`config.mk`:
```
export PLATFORM = sky130hd
export DESIGN_NAME = sal_ref_ctrl_flat
export DESIGN_NICKNAME = d
export VERILOG_FILES = /design/src/rtl/sal_ref_ctrl_pkg.sv /design/src/rtl/sal_ref_ctrl_if.sv /design/src/rtl/sal_ref_ctrl_interval_cntr.sv /design/src/rtl/sal_ref_ctrl.sv /design/src/flat_wrapper.sv
export SDC_FILE = /design/constraint.sdc
export NUM_CORES = 1
export LEC_CHECK = 0
export ABC_CLOCK_PERIOD_IN_PS = 5700
export CORE_MARGIN = 2
export CORE_UTILIZATION = 58
export CTS_BUF_LIST = sky130_fd_sc_hd__clkbuf_2 sky130_fd_sc_hd__clkbuf_4 sky130_fd_sc_hd__clkbuf_8
export DETAILED_ROUTE_END_ITERATION = 7
export HOLD_SLACK_MARGIN = 0.1
export PLACE_DENSITY = 0.95
export SLEW_MARGIN = 15
export SYNTH_ARGS = -nofsm -noshare
export SYNTH_HDL_FRONTEND = slang
export SYNTH_SLANG_ARGS = --single-unit
```
`constraint.sdc`:
```
create_clock -name clk -period 5.7 [get_ports clk]
set_input_delay 1.71 -clock clk [delete_from_list [all_inputs] [get_ports clk]]
set_output_delay 1.71 -clock clk [all_outputs]
set_load 0.01 [all_outputs]
```
`src/rtl/sal_ref_ctrl_pkg.sv`:
```
// sal_ref_ctrl_pkg
//   Shared definitions for the per-bank auto-refresh scheduler:
//   FSM state encoding, owed-count width and parameter defaults.
package sal_ref_ctrl_pkg;

  typedef enum logic {
    S_OFF = 1'b0,
    S_RUN = 1'b1
  } state_t;

  localparam int OWED_W            = 5;
  localparam int MAX_POSTPONE_DEF  = 8;
  localparam int URGENT_THRESH_DEF = 6;

endpackage

```
`src/rtl/sal_ref_ctrl_if.sv`:
```
// sal_ref_ctrl_if
//   Refresh handshake between the scheduler and the bank controller.
//   bk_idle_i  - bank controller has no valid request pending
//   ref_gnt_i  - single-cycle REFRESH issued by the bank controller
//   ref_req_o  - refresh request towards the bank controller
//   urgent_o   - owed count at or above the urgency threshold
//   owed_o     - signed owed-refresh count
//   err_o      - sticky postpone-budget overflow flag
//   master: scheduler side, slave: bank controller / debug side.
interface sal_ref_ctrl_if;
  import sal_ref_ctrl_pkg::*;

  logic                     bk_idle_i;
  logic                     ref_gnt_i;
  logic                     ref_req_o;
  logic                     urgent_o;
  logic signed [OWED_W-1:0] owed_o;
  logic                     err_o;

  modport master (
    input  bk_idle_i, ref_gnt_i,
    output ref_req_o, urgent_o, owed_o, err_o
  );

  modport slave (
    output bk_idle_i, ref_gnt_i,
    input  ref_req_o, urgent_o, owed_o, err_o
  );

endinterface

```
`src/rtl/sal_ref_ctrl_interval_cntr.sv`:
```
// sal_ref_ctrl_interval_cntr
//   Reloadable down-counter timing the refresh interval.
//   clk, rst_n  - clock, async active-low reset
//   en          - count enable; counter is held at 0 while low
//   load        - load reload_val (takes priority over en)
//   reload_val  - value loaded on load and on every wrap, sampled then
//   tick        - one cycle while enabled with the counter at 0
module sal_ref_ctrl_interval_cntr #(
  parameter int WIDTH = 12
) (
  input  logic             clk,
  input  logic             rst_n,
  input  logic             en,
  input  logic             load,
  input  logic [WIDTH-1:0] reload_val,
  output logic             tick
);

  logic [WIDTH-1:0] cnt;

  assign tick = en && (cnt == '0);

  always_ff @(posedge clk or negedge rst_n) begin
    if (!rst_n)          cnt <= '0;
    else if (load)       cnt <= reload_val;
    else if (!en)        cnt <= '0;
    else if (cnt == '0)  cnt <= reload_val;
    else                 cnt <= cnt - WIDTH'(1);
  end

endmodule

```
`src/rtl/sal_ref_ctrl.sv`:
```
// sal_ref_ctrl
//   Per-bank auto-refresh scheduler. Times tREFI, tracks owed refreshes,
//   requests opportunistically while the bank is idle and forces refresh
//   once the owed count reaches URGENT_THRESH.
//   clk, rst_n  - clock, async active-low reset
//   t_refi_i    - tREFI in clocks (>= 2), sampled at each counter reload
//   ref_en_i    - refresh enable
//   bus         - refresh handshake (sal_ref_ctrl_if.master)
//   Optional macro SAL_REF_PULL_IN_EN: idle bank may pull refreshes in,
//   driving the owed count negative down to -MAX_POSTPONE.
//
//   state | meaning
//   ------+-------------------------------------------------
//   S_OFF | refresh disabled, interval counter held at 0
//   S_RUN | interval counter running, requests allowed
module sal_ref_ctrl
  import sal_ref_ctrl_pkg::*;
#(
  parameter int REFI_WIDTH    = 12,
  parameter int MAX_POSTPONE  = MAX_POSTPONE_DEF,
  parameter int URGENT_THRESH = URGENT_THRESH_DEF
) (
  input  logic                  clk,
  input  logic                  rst_n,
  input  logic [REFI_WIDTH-1:0] t_refi_i,
  input  logic                  ref_en_i,
  sal_ref_ctrl_if.master        bus
);

  typedef logic signed [OWED_W-1:0] owed_t;

  localparam owed_t OWED_MAX  = owed_t'(MAX_POSTPONE);
  localparam owed_t OWED_URG  = owed_t'(URGENT_THRESH);
  localparam owed_t OWED_ZERO = owed_t'(0);
  localparam owed_t OWED_ONE  = owed_t'(1);
`ifdef SAL_REF_PULL_IN_EN
  localparam owed_t OWED_FLOOR = owed_t'(-MAX_POSTPONE);
`else
  localparam owed_t OWED_FLOOR = OWED_ZERO;
`endif

  state_t state_q, state_nxt;
  owed_t  owed_q, owed_nxt;
  logic   err_q, err_nxt;
  logic   req_q, req_nxt;
  logic   urg_q, urg_nxt;
  logic   tick, load, run_nxt, gnt_eff;

  assign load    = (state_q == S_OFF) && (state_nxt == S_RUN);
  assign run_nxt = (state_nxt == S_RUN);

  sal_ref_ctrl_interval_cntr #(.WIDTH(REFI_WIDTH)) u_interval_cntr (
    .clk        (clk),
    .rst_n      (rst_n),
    .en         (state_q == S_RUN),
    .load       (load),
    .reload_val (t_refi_i - REFI_WIDTH'(1)),
    .tick       (tick)
  );

  always_comb begin
    state_nxt = state_q;
    owed_nxt  = owed_q;
    err_nxt   = err_q;
    req_nxt   = 1'b0;
    urg_nxt   = 1'b0;
    gnt_eff   = 1'b0;

    case (state_q)
      S_OFF:   if (ref_en_i)  state_nxt = S_RUN;
      S_RUN:   if (!ref_en_i) state_nxt = S_OFF;
      default: state_nxt = S_OFF;
    endcase

    // A grant at the lower bound is spurious and simply dropped.
    gnt_eff = bus.ref_gnt_i && (owed_q > OWED_FLOOR);

    if (tick && !gnt_eff) begin
      if (owed_q == OWED_MAX) err_nxt  = 1'b1;
      else                    owed_nxt = owed_q + OWED_ONE;
    end else if (!tick && gnt_eff) begin
      owed_nxt = owed_q - OWED_ONE;
    end

    // Outputs are registered from next-state values so a grant that
    // retires the last owed refresh drops the request on the same edge.
    req_nxt = run_nxt && (owed_nxt > OWED_ZERO) &&
              (bus.bk_idle_i || (owed_nxt >= OWED_URG));
`ifdef SAL_REF_PULL_IN_EN
    req_nxt = req_nxt || (run_nxt && bus.bk_idle_i &&
                          (owed_nxt <= OWED_ZERO) && (owed_nxt > OWED_FLOOR));
`endif
    urg_nxt = (owed_nxt >= OWED_URG);
  end

  always_ff @(posedge clk or negedge rst_n) begin
    if (!rst_n) begin
      state_q <= S_OFF;
      owed_q  <= OWED_ZERO;
      err_q   <= 1'b0;
      req_q   <= 1'b0;
      urg_q   <= 1'b0;
    end else begin
      state_q <= state_nxt;
      owed_q  <= owed_nxt;
      err_q   <= err_nxt;
      req_q   <= req_nxt;
      urg_q   <= urg_nxt;
    end
  end

  assign bus.ref_req_o = req_q;
  assign bus.urgent_o  = urg_q;
  assign bus.owed_o    = owed_q;
  assign bus.err_o     = err_q;

endmodule

```
`src/flat_wrapper.sv`:
```
// flat-port wrapper written by rule: the top's interface ports become plain ports
module sal_ref_ctrl_flat import sal_ref_ctrl_pkg::*;
#(
  parameter int REFI_WIDTH    = 12,
  parameter int MAX_POSTPONE  = MAX_POSTPONE_DEF,
  parameter int URGENT_THRESH = URGENT_THRESH_DEF
)
  (clk, rst_n, t_refi_i, ref_en_i, bus_bk_idle_i, bus_ref_gnt_i, bus_ref_req_o, bus_urgent_o, bus_owed_o, bus_err_o);
  sal_ref_ctrl_if bus_i ();
  input  logic clk;
  input  logic rst_n;
  input  logic [REFI_WIDTH-1:0] t_refi_i;
  input  logic ref_en_i;
  input wire logic [$bits(bus_i.bk_idle_i)-1:0] bus_bk_idle_i;
  input wire logic [$bits(bus_i.ref_gnt_i)-1:0] bus_ref_gnt_i;
  output wire logic [$bits(bus_i.ref_req_o)-1:0] bus_ref_req_o;
  output wire logic [$bits(bus_i.urgent_o)-1:0] bus_urgent_o;
  output wire logic [$bits(bus_i.owed_o)-1:0] bus_owed_o;
  output wire logic [$bits(bus_i.err_o)-1:0] bus_err_o;
  assign bus_i.bk_idle_i = bus_bk_idle_i;
  assign bus_i.ref_gnt_i = bus_ref_gnt_i;
  assign bus_ref_req_o = bus_i.ref_req_o;
  assign bus_urgent_o = bus_i.urgent_o;
  assign bus_owed_o = bus_i.owed_o;
  assign bus_err_o = bus_i.err_o;
  sal_ref_ctrl #(.REFI_WIDTH(REFI_WIDTH), .MAX_POSTPONE(MAX_POSTPONE), .URGENT_THRESH(URGENT_THRESH)) u_core (.clk(clk), .rst_n(rst_n), .t_refi_i(t_refi_i), .ref_en_i(ref_en_i), .bus(bus_i));
endmodule
```
==> impl_metrics.json <==
{
  "run_status": "complete, no violations",
  "netlist-cell-type-count": 40,
  "ant_nets": 0,
  "post_cts_resize_count": 0,
  "die-height_um": 52.38,
  "synth-seq-area-share_pct": 38.71,
  "worstSkewPairLatency_ps": 300,
  "min_path_cells": 1,
  "synth_enable_flop_cells": 0,
  "end_kind": "register",
  "insertedDiodeCount": 0,
  "numPortBuffers": 24,
  "worst_hold_startpoint": "u_core.bus.err_o$_DFFE_PN0P_",
  "cts-buffers-inserted": 3,
  "min_delay_worst_endpoint": "u_core.bus.err_o$_DFFE_PN0P_",
  "globalplace.congestion": 0.8730,
  "fin_skew_ps": 4.593,
  "remaining_drc_errors": 0,
  "final_total_negative_setup_slack_ps": 0,
  "worst_pin_slew_ps": 896.0,
  "syn-cell-area_mm2": 0.001358,
  "grt_pass1_wl_um": 4905,
  "cp_data_arrival_time_ps": 3560,
  "area.growth.synth_to_final_pct": 20.83,
  "post-route-util_pct": 74.15,
  "synth_largest_area_cell": "sky130_fd_sc_hd__dfrtp_1",
  "r2r_slack_ps": 3080,
  "postCtsSetupBuffers": 0,
  "report.final.hold_viol_count": 0,
  "maximum_number_of_pins_on_one_net_before_global_route_repair": 22,
  "slew_headroom_pct": 40.08,
  "rsz0062_at_grt": "no",
  "worst_hold_path_type": "register to register",
  "clock_tree.buffer_depth": 2,
  "cts_tree": "built",
  "hpwlAfterDp_um": 2300,
  "ios": 25,
  "grt.met1_usage_pct": 25.88,
  "worstSetupStartpointType": "input port",
  "fillerInstances": 162,
  "async_reset_ff_share_pct": 100.0,
  "multi_input_area_um2": 779.5,
  "mappedNetlistNets": 165,
  "global_route.usage.met2_pct": 47.50,
  "synth_top_cell_area_share_pct": 38.71,
  "fmaxAchievable_mhz": 299.5,
  "synth-seq-cells": 21,
  "ff2ff_path_depth": 9,
  "critical_path.reg2reg.startpoint": "u_core.u_interval_cntr.cnt[0]$_DFF_PN0_",
  "vdd.ir_drop.worst_mv": 0.1925,
  "period_minus_slack_ps": 3339,
  "number_of_global_route_vias_before_repair": 1136,
  "route.vias.total": 1153,
  "grt_util_met3_pct": 2.857,
  "setup_violations": 0,
  "worst-path-max-fanout": 4,
  "critPathKind": "input port to register",
  "static-leakage-power_nw": 0.6308,
  "pwr_density_cell_mw_per_mm2": 294.6,
  "clock_sinks": 21,
  "syn_avg_cell_area_um2": 9.560,
  "cts-htree-levels": 1,
  "first_pass_iters": 6,
  "cts.reportedPaths.clkPinSlew_ps": 120,
  "synthTopCellsByArea": "sky130_fd_sc_hd__dfrtp_1 39%, sky130_fd_sc_hd__xnor2_1 10%, sky130_fd_sc_hd__ha_1 5.5%",
  "drtIter0Drc": 25,
  "start_util_pct": 61.37,
  "core_mm2": 0.002212,
  "vias_per_cell": 5.943,
  "wl_final_um": 3003,
  "yosysWarnings": 0,
  "finalPower_w": 0.0004832,
  "fp.dieW_um": 52.38,
  "groute.usage.overall_pct": 24.83,
  "rows": 17,
  "top_usage_layer": "met2",
  "ratio_of_cells_with_drive_above_1_in_the_final_layout_pct": 9.639,
  "final.period_utilization_pct": 58.59,
  "synth.most_common_cell": "sky130_fd_sc_hd__dfrtp_1",
  "slew_viol_final": 0,
  "detail_route.wl_per_cell_um": 15.48,
  "global_route_total_overflow": 0,
  "final-seq-area_um2": 525.5,
  "cts_hold_buffers": 0,
  "finalNetCount": 190,
  "post_synth_most_frequent_cells": "21 x sky130_fd_sc_hd__dfrtp_1, 16 x sky130_fd_sc_hd__xnor2_1, 11 x sky130_fd_sc_hd__o22ai_1",
  "regToRegEndpoint": "u_core.bus.ref_req_o$_DFF_PN0_",
  "hold_ws_ps": 496.3,
  "grt_antenna_before_repair": 0,
  "syn_inst": 142,
  "clockRootBuffer": "sky130_fd_sc_hd__clkbuf_4",
  "cp_data_required_time_ps": 5930,
  "die_area_mm2": 0.002744,
  "ys.flop_type": "sky130_fd_sc_hd__dfrtp_1",
  "max_cap_viol": 0
}
## worst max-delay path, stage by stage
cell	delay [ps]
sky130_fd_sc_hd__clkdlybuf4s50_1	510
sky130_fd_sc_hd__nand2b_1	110
sky130_fd_sc_hd__o21ba_2	290
sky130_fd_sc_hd__nand2_1	70
sky130_fd_sc_hd__or2_2	280
sky130_fd_sc_hd__a31oi_2	270
sky130_fd_sc_hd__a211oi_1	130
sky130_fd_sc_hd__nor3_2	180
## logic make-up (layout without fill, tap and decap cells)
| kind of cell | Yosys count | in the layout | synth area share (%) |
|---|---|---|---|
| simple gates | 54 | 54 | 22.49 |
| compound gates | 26 | 26 | 14.47 |
| fa+ha+maj | 6 | 6 | 5.530 |
| mux | 1 | 1 | 0.7374 |
| flops | 21 | 21 | 38.71 |
| xor+xnor | 22 | 22 | 14.19 |
| buf+inv | 12 | 36 | 3.871 |
## per-stage QoR
| step | cells | setup slack (ps) | area, um^2 |
|---|---|---|---|
| 2_1_floorplan | 142 | 2784 | 1358 |
| 5_1_grt | 194 | 2210 | 1640 |
| 4_1_cts | 194 | 2209 | 1640 |
| 6_report | 194 | 2361 | 1640 |
| 3_3_place_gp | 190 | 2038 | 1610 |
| 3_5_place_dp | 190 | 1952 | 1610 |
## cell type report
| class | instances | share of cell area [%] |
|---|---|---|
| Tap cell | 28 | 2.136 |
| Timing Repair Buffer | 24 | 14.65 |
| Clock buffer | 4 | 1.831 |
| Inverter | 8 | 1.831 |
| Sequential cell | 21 | 32.04 |
| Multi-Input combinational cell | 109 | 47.52 |
## layer usage
layer / vias to the layer above / wire (um)
met5: - / 0
met4: 0 / 94
met3: 11 / 124
met2: 45 / 1677
met1: 537 / 1106
li1: 560 / -
## how the worst max path moves through the flow
stage                  startpoint                                        to  slack [ps]  depth (start not counted)
floorplan           bus_ref_gnt_i            u_core.bus.ref_req_o$_DFF_PN0_        2780                          7
global placement         ref_en_i  u_core.u_interval_cntr.cnt[11]$_DFF_PN0_        2040                          4
detailed placement       ref_en_i  u_core.u_interval_cntr.cnt[11]$_DFF_PN0_        1950                          4
CTS                      ref_en_i  u_core.u_interval_cntr.cnt[11]$_DFF_PN0_        2210                          4
global route          t_refi_i[4]   u_core.u_interval_cntr.cnt[9]$_DFF_PN0_        2210                          6
finish              bus_ref_gnt_i            u_core.bus.ref_req_o$_DFF_PN0_        2360                          8
## flip-flops by register name, summed over array words and instances (netlist names)
register                    count
u_core.u_interval_cntr.cnt     12
u_core.bus.urgent_o             1
u_core.bus.owed_o               5
u_core.bus.err_o                1
u_core.bus.ref_req_o            1
u_core.state_q                  1
## power by group
group	internal, W	total, W	switching (W)	leakage, nW
clock network	0.0000320	0.0000765	0.0000444	0.0184
logic	0.0000935	0.000191	0.0000978	0.349
registers	0.000180	0.000215	0.0000357	0.263
total	0.000305	0.000483	0.000178	0.631
## cells in the final DEF, fill, tap and decap left out, types with 2 or more instances in the layout
| master | instances |
|---|---|
| sky130_fd_sc_hd__clkbuf_4 | 4 |
| sky130_fd_sc_hd__clkdlybuf4s50_1 | 24 |
| sky130_fd_sc_hd__dfrtp_1 | 21 |
| sky130_fd_sc_hd__ha_1 | 6 |
| sky130_fd_sc_hd__inv_1 | 7 |
| sky130_fd_sc_hd__nand2_1 | 9 |
| sky130_fd_sc_hd__nand2b_1 | 4 |
| sky130_fd_sc_hd__nand3_1 | 6 |
| sky130_fd_sc_hd__nor2_1 | 9 |
| sky130_fd_sc_hd__nor3_1 | 6 |
| sky130_fd_sc_hd__nor4_1 | 6 |
| sky130_fd_sc_hd__o21ai_0 | 2 |
| sky130_fd_sc_hd__o22ai_1 | 11 |
| sky130_fd_sc_hd__or2_2 | 3 |
| sky130_fd_sc_hd__or4_1 | 2 |
| sky130_fd_sc_hd__or4_4 | 2 |
| sky130_fd_sc_hd__xnor2_1 | 16 |
| sky130_fd_sc_hd__xor2_1 | 6 |
(Power assumes the default switching activity.)
